===== src/rtl/sys_io_pkg.sv =====
// Shared constants, register-map decode and types for the sys_io_bridge register file.
package sys_io_pkg;

  localparam int WORD_W = 32;
  localparam int ADDR_W = 8;

  typedef logic [WORD_W-1:0] word_t;
  typedef logic [ADDR_W-1:0] addr_t;

  localparam addr_t ADDR_OUT_BASE = 8'h00;
  localparam addr_t ADDR_CAP_BASE = 8'h10;
  localparam addr_t ADDR_TRIGGER  = 8'h20;
  localparam addr_t ADDR_STATUS   = 8'h21;
  localparam addr_t ADDR_IRQ_EN   = 8'h22;
  localparam addr_t ADDR_OVERFLOW = 8'h23;

  typedef enum logic [2:0] {
    REG_NONE,
    REG_OUT,
    REG_CAP,
    REG_TRIGGER,
    REG_STATUS,
    REG_IRQ_EN,
    REG_OVERFLOW
  } reg_sel_e;

  // Classifies a word address into its register region; REG_NONE means unmapped.
  function automatic reg_sel_e decode_addr(addr_t a, int n_in, int n_out);
    int off_out;
    int off_cap;
    off_out = int'(a) - int'(ADDR_OUT_BASE);
    off_cap = int'(a) - int'(ADDR_CAP_BASE);
    if (off_out >= 0 && off_out < n_in)  return REG_OUT;
    if (off_cap >= 0 && off_cap < n_out) return REG_CAP;
    case (a)
      ADDR_TRIGGER:  return REG_TRIGGER;
      ADDR_STATUS:   return REG_STATUS;
      ADDR_IRQ_EN:   return REG_IRQ_EN;
      ADDR_OVERFLOW: return REG_OVERFLOW;
      default:       return REG_NONE;
    endcase
  endfunction

endpackage


===== src/rtl/sys_io_capture.sv =====
// One result channel from the reconfigurable logic: captured word, STATUS and
// OVERFLOW flags, and the acknowledge pulse issued when software clears STATUS.
module sys_io_capture
  import sys_io_pkg::*;
(
  input  logic  i_clk,
  input  logic  i_rst,
  input  logic  i_decouple,
  input  logic  i_capture,
  input  word_t i_data,
  input  logic  i_clr_status,
  input  logic  i_clr_overflow,
  output word_t o_word,
  output logic  o_status,
  output logic  o_overflow,
  output logic  o_ack
);

  word_t r_word;
  logic  r_status;
  logic  r_overflow;
  logic  r_ack;

  logic  w_do_capture;
  logic  w_do_clear;

  assign w_do_capture = i_capture & ~i_decouple;
  // A capture in the same cycle as the clear wins, so no acknowledge is sent.
  assign w_do_clear   = i_clr_status & r_status & ~w_do_capture;

  // NOTE: sequential state uses non-blocking assignments so every register
  // samples the pre-edge values of the others.
  always_ff @(posedge i_clk) begin
    if (i_rst) begin
      // NOTE: the word register is reset because its zero value is readable by software.
      r_word     <= '0;
      r_status   <= 1'b0;
      r_overflow <= 1'b0;
      r_ack      <= 1'b0;
    end else begin
      r_ack <= w_do_clear & ~i_decouple;

      if (w_do_capture) begin
        r_word   <= i_data;
        r_status <= 1'b1;
      end else if (w_do_clear) begin
        r_status <= 1'b0;
      end

      if (w_do_capture && r_status && !i_clr_status) begin
        r_overflow <= 1'b1;
      end else if (i_clr_overflow) begin
        r_overflow <= 1'b0;
      end
    end
  end

  assign o_word     = r_word;
  assign o_status   = r_status;
  assign o_overflow = r_overflow;
  assign o_ack      = r_ack & ~i_decouple;

endmodule


===== src/rtl/sys_io_bridge.sv =====
// Host register bridge to a partially-reconfigurable region: output words with
// trigger pulses, captured result words with STATUS/OVERFLOW and an interrupt.
module sys_io_bridge
  import sys_io_pkg::*;
#(
  parameter int number_inputs  = 7,
  parameter int number_outputs = 3
) (
  input  logic                             CLK,
  input  logic                             RESET,
  input  logic                             DECOUPLE,
  input  logic                             wr_en,
  input  logic [ADDR_W-1:0]                wr_addr,
  input  logic [WORD_W-1:0]                wr_data,
  input  logic                             rd_en,
  input  logic [ADDR_W-1:0]                rd_addr,
  output logic [WORD_W-1:0]                rd_data,
  output logic                             rd_valid,
  output logic [number_inputs*WORD_W-1:0]  data_out,
  output logic [number_inputs-1:0]         intr_out,
  input  logic [number_outputs*WORD_W-1:0] data_in,
  input  logic [number_outputs-1:0]        intr_in,
  output logic [number_inputs-1:0]         intr_ack,
  output logic                             irq
);

  logic [number_inputs-1:0][WORD_W-1:0] r_out_words;
  logic [number_outputs-1:0]            r_irq_en;
  logic [number_inputs-1:0]             r_intr_out;
  logic                                 r_irq;
  word_t                                r_rd_data;
  logic                                 r_rd_valid;

  reg_sel_e                             w_wr_sel;
  reg_sel_e                             w_rd_sel;
  word_t                                w_rd_mux;
  word_t                                w_cap_word [number_outputs];
  logic [number_outputs-1:0]            w_status;
  logic [number_outputs-1:0]            w_overflow;
  logic [number_outputs-1:0]            w_ack;

  assign w_wr_sel = wr_en ? decode_addr(wr_addr, number_inputs, number_outputs) : REG_NONE;
  assign w_rd_sel = decode_addr(rd_addr, number_inputs, number_outputs);

  always_ff @(posedge CLK) begin
    if (RESET) begin
      r_out_words <= '0;
      r_irq_en    <= '0;
      r_intr_out  <= '0;
      r_irq       <= 1'b0;
      r_rd_data   <= '0;
      r_rd_valid  <= 1'b0;
    end else begin
      if (w_wr_sel == REG_OUT) begin
        for (int i = 0; i < number_inputs; i++) begin
          if (wr_addr == ADDR_OUT_BASE + addr_t'(i)) r_out_words[i] <= wr_data;
        end
      end
      if (w_wr_sel == REG_IRQ_EN) r_irq_en <= wr_data[number_outputs-1:0];

      // Triggers seen during decouple are dropped, never replayed later.
      r_intr_out <= (w_wr_sel == REG_TRIGGER && !DECOUPLE) ? wr_data[number_inputs-1:0] : '0;
      r_irq      <= |(w_status & r_irq_en);
      r_rd_valid <= rd_en;
      r_rd_data  <= rd_en ? w_rd_mux : '0;
    end
  end

  // NOTE: w_rd_mux gets its default first so no path through the case infers a latch.
  always_comb begin
    w_rd_mux = '0;
    case (w_rd_sel)
      REG_OUT: begin
        for (int i = 0; i < number_inputs; i++) begin
          if (rd_addr == ADDR_OUT_BASE + addr_t'(i)) w_rd_mux = r_out_words[i];
        end
      end
      REG_CAP: begin
        for (int j = 0; j < number_outputs; j++) begin
          if (rd_addr == ADDR_CAP_BASE + addr_t'(j)) w_rd_mux = w_cap_word[j];
        end
      end
      REG_STATUS:   w_rd_mux[number_outputs-1:0] = w_status;
      REG_IRQ_EN:   w_rd_mux[number_outputs-1:0] = r_irq_en;
      REG_OVERFLOW: w_rd_mux[number_outputs-1:0] = w_overflow;
      default:      w_rd_mux = '0;
    endcase
  end

  for (genvar j = 0; j < number_outputs; j++) begin : g_cap
    sys_io_capture u_capture (
      .i_clk          (CLK),
      .i_rst          (RESET),
      .i_decouple     (DECOUPLE),
      .i_capture      (intr_in[j]),
      .i_data         (data_in[j*WORD_W +: WORD_W]),
      .i_clr_status   ((w_wr_sel == REG_STATUS) & wr_data[j]),
      .i_clr_overflow ((w_wr_sel == REG_OVERFLOW) & wr_data[j]),
      .o_word         (w_cap_word[j]),
      .o_status       (w_status[j]),
      .o_overflow     (w_overflow[j]),
      .o_ack          (w_ack[j])
    );
  end

  for (genvar k = 0; k < number_inputs; k++) begin : g_ack
    if (k < number_outputs) begin : g_live
      assign intr_ack[k] = w_ack[k];
    end else begin : g_tied
      assign intr_ack[k] = 1'b0;
    end
  end

  assign data_out = r_out_words;
  assign intr_out = r_intr_out & {number_inputs{~DECOUPLE}};
  assign irq      = r_irq;
  assign rd_data  = r_rd_data;
  assign rd_valid = r_rd_valid;

endmodule


===== config.mk =====
export PLATFORM = sky130hd
export DESIGN_NAME = sys_io_bridge
export DESIGN_NICKNAME = d
export VERILOG_FILES = /design/src/rtl/sys_io_pkg.sv /design/src/rtl/sys_io_capture.sv /design/src/rtl/sys_io_bridge.sv
export SDC_FILE = /design/constraint.sdc
export NUM_CORES = 1
export LEC_CHECK = 0
export BUFFER_PORTS_ARGS = -buffer_cell sky130_fd_sc_hd__buf_2
export CAP_MARGIN = 20
export CORE_ASPECT_RATIO = 1.75
export CORE_MARGIN = 5
export CORE_UTILIZATION = 40
export CTS_BUF_LIST = sky130_fd_sc_hd__clkbuf_4 sky130_fd_sc_hd__clkbuf_8
export DETAILED_ROUTE_END_ITERATION = 10
export MAX_ROUTING_LAYER = met4
export SLEW_MARGIN = 20
export SYNTH_ARGS = -nofsm -noshare
export SYNTH_HDL_FRONTEND = slang
export SYNTH_SLANG_ARGS = --single-unit

===== constraint.sdc =====
create_clock -name CLK -period 3.4 [get_ports CLK]
set_input_delay 0.68 -clock CLK [delete_from_list [all_inputs] [get_ports CLK]]
set_output_delay 0.68 -clock CLK [all_outputs]
set_load 0.03 [all_outputs]

After elaboration in Yosys (flattened, before gate mapping)
Index checks and enable logic that the tools add are counted.
Widths: inputs -> output; s select.
{ "word_totals": {"out_inout_bits": 272, "inputBits": 152, "reg_bits": 373, "elab_cells": 170} }
{ "op_classes": {"muxes": 41, "n_eq_ne": 33, "n_reduce_logical": 33, "n_bitwise": 29, "addsub": 2, "magnitude_cmp": 8} }
{ "op_table": {"columns": ["cell", "n"], "rows": [
  ["$mux 32", 10],
  ["$eq 8x6->1 const B", 8],
  ["$pmux 29 s2", 1],
  ["$eq 8x3->1 const B", 6],
  ["$eq 8x2->1 const B", 4],
  ["$mux 3", 9],
  ["$eq 8x5->1 const B", 3],
  ["$pmux 3 s4", 2],
  ["$and 1x1->1", 21],
  ["$eq 3x3->1 const B", 6],
  ["$ge 9x1->1 const B", 2],
  ["$lt 9x3->1 const B", 2],
  ["$mux 1", 18],
  ["$sub 8x5->9 const B", 2],
  ["$eq 8x1->1 const B", 2],
  ["$ge 8x1->1 const B", 2],
  ["$logic_not 8->1", 2],
  ["$lt 8x3->1 const B", 2],
  ["$pmux 3 s5", 1],
  ["$reduce_and 2->1", 7],
  ["$reduce_bool 2->1", 6],
  ["$logic_and 1x1->1", 11],
  ["$and 7x7->7", 1],
  ["$eq 3x1->1 const B", 2],
  ["other kinds (6)", 16]
]} }

Logic depth before layout (Yosys ltp)
Gate-level depths: netlist of run 1.
{ "depth": {"word_depth": 14, "mapped_depth": 11} }

By module
Synthesis of run 1 repeated with hierarchy kept, for this count alone.
{ "hier_totals": {"hier_cells": 2018, "area_unflattened_um2": 16164.3} }
{ "modules_own_cells": {"columns": ["module", "n_inst", "cells_each", "seq_area_each_um2", "area_per_inst_um2"], "rows": [
  ["sys_io_bridge", 1, 1559, 5365.1, 12384.4],
  ["sys_io_capture", 3, 153, 700.7, 1260.0]
]} }

Worst setup path before layout of run 1
OpenSTA, ideal clock, no wires.
{ "synth_path": {"kind": "input-to-reg", "start": "in rd_addr[0]", "end": "reg r_rd_data[0] (netlist: rd_data[0])", "setup_ps": 86, "path_stages": 11, "slack_ps": 409, "t_required_ps": 3314, "arrival_ps": 2905, "cell_sequence": "buf_2 clkbuf_1 nand2_1 nand3_1 nor3_1 ha_1 or4b_1 nor3_1 nand3_1 a31o_1 a211oi_1"} }
{ "synth_between": {"elab_chain_cells": 9} }
{ "synth_lines": {"columns": ["element", "line", "source"], "rows": [
  ["start, declared", "sys_io_bridge.sv:16", "input logic [ADDR_W-1:0] rd_addr,"],
  ["$sub 8x5->9 / $logic_not 8->1 (equally long branches)", "sys_io_pkg.sv:32, sys_io_bridge.sv:75", null],
  ["$ge 9x1->1, or another cell as far along", "sys_io_pkg.sv:34", "if (off_cap >= 0 && off_cap < n_out) return REG_CAP;"],
  ["$logic_and 1x1->1 / $mux 32 (equally long branches)", "sys_io_pkg.sv:34, sys_io_bridge.sv:75", null],
  ["$mux 1 / $mux 32 (equally long branches) (2 in a row)", "sys_io_pkg.sv:34, sys_io_bridge.sv:75", null],
  ["$mux 3 / $mux 32 (equally long branches)", "sys_io_pkg.sv:35, sys_io_bridge.sv:75", null],
  ["$mux 3 / $mux 32 (equally long branches)", "sys_io_pkg.sv:34, sys_io_bridge.sv:75", null],
  ["$eq 3x3->1, or another cell as far along", "sys_io_bridge.sv:72", "case (w_rd_sel)"],
  ["$pmux 3 s5 *", "sys_io_bridge.sv:72", null],
  ["end signal, assigned", "sys_io_bridge.sv:65", "r_rd_data <= rd_en ? w_rd_mux : '0;"],
  ["end, declared", "sys_io_bridge.sv:31", "word_t r_rd_data;"]
]} }
Mark *: on every way between the ends. The rest lies on a longest branch, timed or not. The select of a mux whose other input is x is not followed.
A chain may end at the register's enable or synchronous reset.

Final worst setup path of run 1
{ "layout_path": {"start": "in rd_addr[4]", "end": "reg r_rd_data[5] (netlist: rd_data[5])"} }
{ "layout_between": {"elab_chain_cells": 9} }
{ "layout_lines": {"columns": ["element", "line"], "rows": [
  ["$sub 8x5->9 / $logic_not 8->1 (equally long branches)", "sys_io_pkg.sv:32, sys_io_bridge.sv:75"],
  ["$ge 9x1->1, or another cell as far along", "sys_io_pkg.sv:34"],
  ["$logic_and 1x1->1 / $mux 32 (equally long branches)", "sys_io_pkg.sv:34, sys_io_bridge.sv:75"],
  ["$mux 1 / $mux 32 (equally long branches) (2 in a row)", "sys_io_pkg.sv:34, sys_io_bridge.sv:75"],
  ["$mux 3 / $mux 32 (equally long branches)", "sys_io_pkg.sv:35, sys_io_bridge.sv:75"],
  ["$mux 3 / $mux 32 (equally long branches)", "sys_io_pkg.sv:34, sys_io_bridge.sv:75"],
  ["$eq 3x2->1, or another cell as far along", "sys_io_bridge.sv:72"],
  ["$pmux 29 s2 *", "sys_io_bridge.sv:72"]
]} }
Marked as above.

==> results of run 1 <==
worst paths after layout:
| check | start | endpoint | slack [ns] | depth (start not counted) |
|---|---|---|---|---|
| worst max register to register | data_out[5] | rd_data[5] | 1.59 | 5 |
| worst min register to register | g_cap[1].u_capture.o_word[6] | g_cap[1].u_capture.o_word[6] | 0.45 | 2 |
| worst max-delay path | rd_addr[4] | rd_data[5] | 0.64 | 9 |
| worst min-delay path | intr_in[2] | g_cap[2].u_capture.r_ack | 0.27 | 2 |
kinds of logic after synthesis:
logic type	synth area share
AO/OA/AOI/OAI	0.1819
flip-flops	0.4585
adder cells (fa/ha/maj)	0.006914
XOR/XNOR	0.001076
other	0.0002302
multiplexers	0.08020
buffers and inverters	0.05401
AND/OR/NAND/NOR	0.2172
layer usage:
| metal | wire length [um] | global-route usage | part of all wire |
|---|---|---|---|
| met4 | 4077 | 0.1522 | 0.061 |
| met5 | 0 | - | 0 |
| met1 | 24930 | 0.3320 | 0.37 |
| met2 | 32220 | 0.4820 | 0.48 |
| met3 | 5388 | 0.06404 | 0.081 |
cells in the mapped netlist, types with 8 or more instances:
cell	instances
o21a_1	13
nand2_1	498
nor2_1	189
nand3_1	13
nor3_1	28
mux2i_1	117
buf_6	10
o2bb2ai_1	14
a22oi_1	20
inv_1	24
clkbuf_1	121
buf_2	25
a211oi_1	15
buf_4	9
nor2b_1	54
dfxtp_1	373
ha_1	9
o21ai_0	48
o211ai_1	14
a222oi_1	16
a2111oi_0	21
and2_1	10
a21oi_1	277
o22ai_1	8
sequential cells by signal, summed over array words and instances (netlist names):
signal	cells
g_cap.u_capture.o_word	96
g_cap.u_capture.o_status	3
r_intr_out	7
rd_valid	1
r_irq_en	3
irq	1
data_out	224
g_cap.u_capture.r_ack	3
g_cap.u_capture.o_overflow	3
rd_data	32
layout make-up:
| cell class | count | area [um^2] | share of cell area |
|---|---|---|---|
| diodes | 6 | 15.01 | 0.0007482 |
| clock buffers | 83 | 1080 | 0.05381 |
| repair buffers | 478 | 2621 | 0.1306 |
| inverters | 26 | 97.59 | 0.004863 |
| flip-flops and latches | 373 | 7467 | 0.3721 |
| well taps | 544 | 680.7 | 0.03392 |
| multi-input cells | 1461 | 8018 | 0.3995 |
| clock inverters | 12 | 88.84 | 0.004427 |
stage by stage:
step / instances / setup WS (ns)
floorplan: 2031 / 0.4093
global placement: 2882 / 0.1600
detailed placement: 2882 / 0.04466
CTS: 2977 / 0.7088
global route: 2981 / 0.5031
finish: 2983 / 0.6371
power breakdown:
part,switching (W),internal [W],leakage [nW]
Combinational,0.000420,0.000185,4.29
Clock,0.00178,0.00209,0.629
Sequential,0.0000334,0.00443,3.02
Total,0.00223,0.00671,7.94
==> run_results.csv, run 1 <==
group,metric,value,unit
status,run_status,"finished clean",
timing,max-slew-margin-rel,0.3637,
finish,nFillCells,3939,
timing,timing.hold.ws,0.2664,ns
global_route,grt_max_degree,103,
drt,vias,16280,
synth,netlist_instances,2028,
worst_setup_path,worstPathArrival,3.32,ns
worst_setup_path,cpLargestDelayFamily,"compound AO/OA/AOI/OAI gates",
floorplanning,start_util,0.4054,
finish,nNetsFinal,2554,
clock_tree,postCtsResizedCells,0,
timing,hold_viol,0,
synth,ys_seq_area_frac,0.4585,
worst_setup_path,cp_cell_sequence,"buf_2 -> inv_1 -> ha_1 -> or3b_4 -> nor2b_2 -> buf_4 -> a22oi_1 -> a2111oi_0 -> o21a_1",
synth,synth_edf_count,0,
timing,slew_viol_final,0,
clock_tree,cts_buffer_depth,3,
clock_tree,cts_inserted_buffers,53,
synth,synth_area_per_cell,8.031,um^2
synth,synth.distinct_cells,67,
placed_design,dpl.hpwl,46830,um
worst_setup_path,path_class,"input port to flop",
synth,yosys-top-cells-area,"dfxtp_1 46%, nand2_1 11%, a21oi_1 8.5%",
finish,fin_util,0.4995,
clock_tree,cts_setup_buffers,0,
synth,synth_ff_type,"dfxtp_1",
finish,area_growth_syn_to_layout,23.22,%
floorplanning,dieWidth,162.5,um
floorplanning,ios,424,
finish,drive_gt1_frac,0.2503,
floorplanning,core_area,40170,um^2
drt,ant_nets,0,
clock_tree,cts.sinks,373,
drt,wl_per_cell,22.33,um
synth,yosysWarnings,0,
clock_tree,clk_latency,0.62,ns
floorplanning,row_count,97,
placed_design,port_buffers,419,
timing,finalSetupTns,0,ns
floorplanning,dieArea,45010,um^2
placed_design,gp_congestion,0.9238,
worst_setup_path,slowest_stage,"a2111oi_0",
global_route,grt_pass1_vias,16050,
synth,synth_area,16290,um^2
worst_setup_path,endpoint_kind,"flop",
drt,first_pass_iters,8,
worst_setup_path,critPathMaxFanout,7,
timing,max_freq,361.9,MHz
finish,most-common-layout-cells,"497 x nand2_1, 416 x buf_2, 373 x dfxtp_1",
worst_setup_path,path_buf_inv,3,
timing,period_share,0.8126,
drt,drt-initial-drc-count,1251,
job,max_cap_viol_count,0,
min_path,hold_path.class,"input port to flop",
timing,setup_viol,0,
clock_tree,cts-hold-fix-buffers,0,
drt,wirelength,66610,um
floorplanning,die_h,276.9,um
worst_setup_path,slowest_delay,0.74,ns
power,total_power,0.008940,W
clock_tree,clk_pin_slew,0.07,ns
worst_setup_path,crit_required,3.96,ns
synth,synth_largest_area_cell,"dfxtp_1",
synth,yosys_register_bits,373,
timing,timing.final.crit_period,2.763,ns
global_route,overflow,0,
clock_tree,htree_levels,2,
global_route,grt_pass1_wl,99500,um
timing,rsz0062_at_grt,"no",
finish,final_area,20070,um^2
worst_setup_path,crit_path_start_kind,"input port",
timing,worstMarginPinSlew,0.9544,ns
clock_tree,cts_root_buffer,"clkbuf_8",
synth,synth_top_area_share,0.4585,
drt,vias_per_cell,5.458,
timing,fin_worst_skew,0.01741,ns
power,irDropWorstVdd,274.7,uV
drt,drc,0,
finish,layout_commonest_cell,"nand2_1",
global_route,antenna_found_initial,4,
placed_design,placed_cell_area,18880,um^2
power,p_per_area,445.5,nW/um^2
clock_tree,cts_tree,"done",
power,cellLeakagePower,7.937,nW
global_route,grt_usage,0.2927,
synth,async_reset_ff_frac,0,
No activity file was read; power rests on OpenSTA's default activity.
==> run 2: changes to the inputs <==
Clock period 3.4 ns to 2.55 ns, I/O delays scaled along.
==> run_results.csv, run 2 (same netlist as run 1, synthesis figures left out) <==
group,metric,value,unit
floorplanning,dieWidth,162.5,um
floorplanning,die_h,276.9,um
finish,most-common-layout-cells,"497 x nand2_1, 416 x buf_2, 373 x dfxtp_1",
worst_setup_path,path_class,"input port to flop",
finish,regArea,7467,um^2
worst_setup_path,crit_required,3.10,ns
floorplanning,row_count,97,
min_path,holdCritStartpoint,"intr_in[0]",
timing,max-slew-margin-rel,0.3546,
power,irDropWorstVdd,421.0,uV
timing,worstMarginPinSlew,0.9437,ns
worst_setup_path,reg2reg_slack,0.71,ns
timing,finalSetupTns,0,ns
finish,final_area,20770,um^2
drt,first_pass_iters,8,
finish,nNetsFinal,2612,
drt,wirelength,67270,um
floorplanning,start_util,0.4054,
timing,hold_viol,0,
finish,multi_input_area,8080,um^2
finish,layout_commonest_cell,"nand2_1",
worst_setup_path,r2r_cells,5,
global_route,overflow,0,
finish,final_cells,3037,
global_route,grt_usage,0.2924,
clock_tree,cts_setup_buffers,0,
worst_setup_path,slowest_stage,"a2111oi_1",
worst_setup_path,cp_cell_sequence,"buf_2 -> inv_1 -> ha_1 -> or3b_4 -> nor4_4 -> buf_4 -> buf_4 -> o211ai_1 -> a2111oi_1 -> o21a_1",
finish,area_growth_syn_to_layout,27.53,%
min_path,holdPathStages,2,
power,p_per_area,576.5,nW/um^2
status,run_status,"finished clean",
worst_setup_path,worstPathArrival,3.08,ns
clock_tree,clk_latency,0.61,ns
power,cellLeakagePower,8.285,nW
worst_setup_path,crit_path_start_kind,"input port",
drt,vias_per_cell,5.461,
clock_tree,cts_buffer_depth,3,
global_route,antenna_found_initial,4,
global_route,grt_max_degree,181,
job,max_cap_viol_count,0,
timing,period_share,0.9923,
timing,slew_viol_final,0,
drt,wl_per_cell,22.15,um
timing,max_freq,395.2,MHz
placed_design,dpl.hpwl,47970,um
min_path,hold_path.class,"input port to flop",
drt,drt-initial-drc-count,1306,
placed_design,placed_cell_area,19590,um^2
clock_tree,cts_root_buffer,"clkbuf_8",
finish,nFillCells,3914,
worst_setup_path,r2r-start,"data_out[15]",
drt,drc,0,
min_path,whs_endpoint,"g_cap[0].u_capture.r_ack",
placed_design,gp_congestion,0.9450,
timing,setup_viol,0,
timing,timing.final.crit_period,2.530,ns
timing,fin_worst_skew,0.01065,ns
floorplanning,dieArea,45010,um^2
clock_tree,cts.sinks,373,
finish,largest_reg_flops,224,
timing,rsz0062_at_grt,"no",
finish,drive_gt1_frac,0.2704,
floorplanning,ios,424,
clock_tree,cts_inserted_buffers,54,
timing,timing.hold.ws,0.1035,ns
floorplanning,core_area,40170,um^2
placed_design,port_buffers,419,
clock_tree,clk_pin_slew,0.06,ns
clock_tree,cts_tree,"done",
worst_setup_path,cp_common_cell,"buf_4",
placed_design,dp_cells,2939,
worst_setup_path,critPathMaxFanout,6,
worst_setup_path,r2r_end,"rd_data[15]",
clock_tree,htree_levels,2,
worst_setup_path,slowest_delay,0.88,ns
worst_setup_path,endpoint_kind,"flop",
global_route,grt_pass1_wl,99240,um
drt,vias,16590,
drt,ant_nets,0,
global_route,grt_pass1_vias,16360,
run 2: area by class of cell:
cell class                 instances  area share
inverter                          26    0.004699
tap                              544     0.03277
timing repair buffer             535      0.1579
clock buffer                      85     0.05090
sequential                       373      0.3595
multi-input combinational       1461      0.3890
clock inverter                     9    0.004699
antenna                            4   0.0004819
run 2: how the worst max path moves through the flow:
stage	startpoint	to	cells after the start
CTS	rd_addr[4]	rd_data[5]	10
global route	rd_addr[4]	rd_data[18]	10
global placement	rd_addr[4]	rd_data[13]	10
finish	rd_addr[5]	rd_data[15]	10
detailed placement	rd_addr[4]	rd_data[15]	10
floorplan	rd_addr[0]	rd_data[0]	11
run 2: where the power goes:
group / internal, W / switching (W) / total [W]
combinational: 0.000284 / 0.000578 / 0.000861
clock: 0.00282 / 0.00234 / 0.00516
sequential: 0.00591 / 0.0000459 / 0.00595
run 2: metrics by stage:
step           total power [W]  utilization  setup WS [ns]
4_1_cts                0.01206       0.5166        0.04628
3_3_place_gp          0.006920       0.4875        -0.8641
2_1_floorplan         0.006506            -       0.001484
3_5_place_dp          0.006929       0.4876        -0.7638
5_1_grt                0.01241       0.5170        0.03036
6_report               0.01197       0.5170        0.01968
run 2: critical path, delay by kind of cell:
kind	cells	cell delay (ns)
AOI/OAI and AO/OA	3	1.18
and+or+nand+nor	2	0.60
buffers and inverters	4	0.59
adders and majority gates	1	0.18
run 2: what timing repair did:
item / CTS / global route
setup endpoints to repair: 5 / 2
hold buffers: 0 / 0
resized for setup: 5 / 2
run 2: layer usage:
layer | vias up | routed length (um) | global-route usage
li1 | 7750 | - | -
met1 | 7825 | 25110 | 0.3323
met2 | 792 | 32590 | 0.4807
met3 | 218 | 5270 | 0.05838
met4 | 0 | 4305 | 0.1601
met5 | - | 0 | -
==> run 3: changes to the inputs <==
--- a/config.mk
+++ b/config.mk
@@ -7,5 +7,4 @@
 export LEC_CHECK = 0
 export BUFFER_PORTS_ARGS = -buffer_cell sky130_fd_sc_hd__buf_2
-export CAP_MARGIN = 20
 export CORE_ASPECT_RATIO = 1.75
 export CORE_MARGIN = 5
==> constraint.sdc (replaced) <==
create_clock -name CLK -period 2.55 [get_ports CLK]
set_input_delay 0.255 -clock CLK [delete_from_list [all_inputs] [get_ports CLK]]
set_output_delay 0.255 -clock CLK [all_outputs]
set_load 0.03 [all_outputs]
==> run_results.csv, run 3 (same netlist as run 1, synthesis figures left out) <==
group,metric,value,unit
floorplanning,row_count,97,
timing,worstMarginPinSlew,1.232,ns
worst_setup_path,endpoint_kind,"flop",
power,cellLeakagePower,8.743,nW
clock_tree,cts_tree,"done",
power,power.internal,0.009420,W
clock_tree,cts.sinks,373,
power,total_power,0.01250,W
clock_tree,htree_levels,2,
timing,period_share,0.9798,
finish,largest_reg_flops,224,
drt,vias_per_cell,5.409,
placed_design,port_buffers,419,
timing,slew_viol_final,0,
finish,fin_util,0.5451,
global_route,grt_usage,0.2996,
power,switching_share,0.2463,
worst_setup_path,critPathMaxFanout,8,
finish,area_growth_syn_to_layout,34.44,%
power,p_switching,0.003078,W
clock_tree,cts_buffer_depth,3,
worst_setup_path,worstPathArrival,3.05,ns
clock_tree,cts_setup_buffers,0,
floorplanning,die_h,276.9,um
global_route,grt_max_degree,214,
finish,nFillCells,3748,
min_path,hold_path.class,"input port to flop",
worst_setup_path,path_class,"input port to flop",
worst_setup_path,crit_path_start_kind,"input port",
timing,hold_viol,0,
status,run_status,"finished clean",
timing,max-slew-margin-rel,0.1575,
finish,most-common-layout-cells,"497 x nand2_1, 416 x buf_2, 373 x dfxtp_1",
global_route,overflow,0,
floorplanning,dieArea,45010,um^2
floorplanning,ios,424,
clock_tree,cts_root_buffer,"clkbuf_8",
worst_setup_path,crit_required,3.11,ns
drt,vias,17030,
power,pwr-share-clk,0.444,
drt,drc,0,
global_route,antenna_found_initial,4,
floorplanning,start_util,0.4054,
drt,drt-initial-drc-count,1237,
drt,wirelength,68290,um
global_route,grt_pass1_vias,16960,
floorplanning,dieWidth,162.5,um
finish,regArea,7467,um^2
timing,setup_viol,0,
finish,drive_gt1_frac,0.2495,
finish,nNetsFinal,2716,
timing,fin_worst_skew,0.01238,ns
global_route,grt_pass1_wl,102000,um
drt,first_pass_iters,6,
job,max_cap_viol_count,0,
finish,multi_input_area,8054,um^2
floorplanning,core_area,40170,um^2
power,seq_power_share,0.476,
timing,rsz0062_at_grt,"yes",
timing,max_freq,400.2,MHz
power,p_per_area,570.8,nW/um^2
power,irDropWorstVdd,433.7,uV
finish,layout_commonest_cell,"nand2_1",
clock_tree,cts_inserted_buffers,56,
power,power_frac_comb,0.080,
placed_design,gp_congestion,0.9357,
timing,timing.final.crit_period,2.498,ns
clock_tree,clk_latency,0.62,ns
clock_tree,clk_pin_slew,0.07,ns
drt,wl_per_cell,21.69,um
placed_design,dpl.hpwl,47140,um
drt,ant_nets,0,
run 3: cell count changes in the layout (fill, tap and decap cells not counted), moves of 3 or more:
cell / before / now
clkinv_2: 6 / 9
buf_4: 93 / 68
buf_12: 24 / 18
clkbuf_8: 67 / 72
dlygate4sd3_1: 0 / 134
run 3: path summary, 6_finish.rpt:
kind                                     start                           end  slack (ns)  cells past startpoint
setup / recovery                    rd_addr[4]                   rd_data[20]        0.05                     10
hold / removal                           wr_en                 r_intr_out[1]        0.21                      4
setup reg to reg                  data_out[20]                   rd_data[20]        0.52                      5
hold reg to reg   g_cap[1].u_capture.o_word[7]  g_cap[1].u_capture.o_word[7]        0.46                      2
run 3: area by class of cell:
type                    count  area share
multi-input cells        1461      0.3678
flip-flops and latches    373      0.3410
repair buffers            637      0.1968
clock buffers              91     0.05177
well taps                 544     0.03109
clock inverters            13    0.006571
inverters                  26    0.004457
diodes                      4   0.0004571
run 3: repair_timing:
item                                    CTS  global route
gates resized for setup                   0             7
hold buffers                            135             0
hold endpoints to repair                314             0
endpoints found under the setup margin    0             4
run 3: through the flow:
stage / worst slack, ns / instances / cell area [um^2] / setup TNS (ns) / hold WS (ns)
after floorplan: 0.1107 / 2031 / 16300 / 0 / 0.3318
after global placement: -0.6433 / 2907 / 19240 / -7.382 / 0.4416
after detailed placement: -0.4950 / 2907 / 19240 / -9.531 / 0.4465
after CTS: 0.1192 / 3146 / 21870 / 0 / 0.1669
after global routing: -0.04423 / 3149 / 21900 / -0.04423 / 0.2357
final: 0.05155 / 3149 / 21900 / 0 / 0.2099
run 3: metal layers:
layer  up-vias  GRT usage  part of all wire
met4         0     0.1632             0.060
met2       823     0.5005              0.49
met1      8014     0.3362              0.37
li1       7971          -                 -
met3       225    0.05614             0.076
met5         -          -                 0
run 3: power groups by stage:
stage | Sequential, W | Combinational, W | Clock [W]
after global routing | 0.00596 | 0.00108 | 0.00591
after floorplan | 0.00607 | 0.000432 | 0
after detailed placement | 0.00608 | 0.000821 | 0
final | 0.00595 | 0.00100 | 0.00555
after CTS | 0.00595 | 0.000980 | 0.00563
after global placement | 0.00608 | 0.000815 | 0
run 3: worst max-delay path, stage by stage:
cell and delay, ns:
buf_2 0.12, inv_1 0.10, ha_1 0.17, buf_4 0.13
and3b_1 0.29, and2_1 0.42, buf_4 0.25, a22oi_1 0.08
a2111oi_0 1.04, o21a_1 0.18
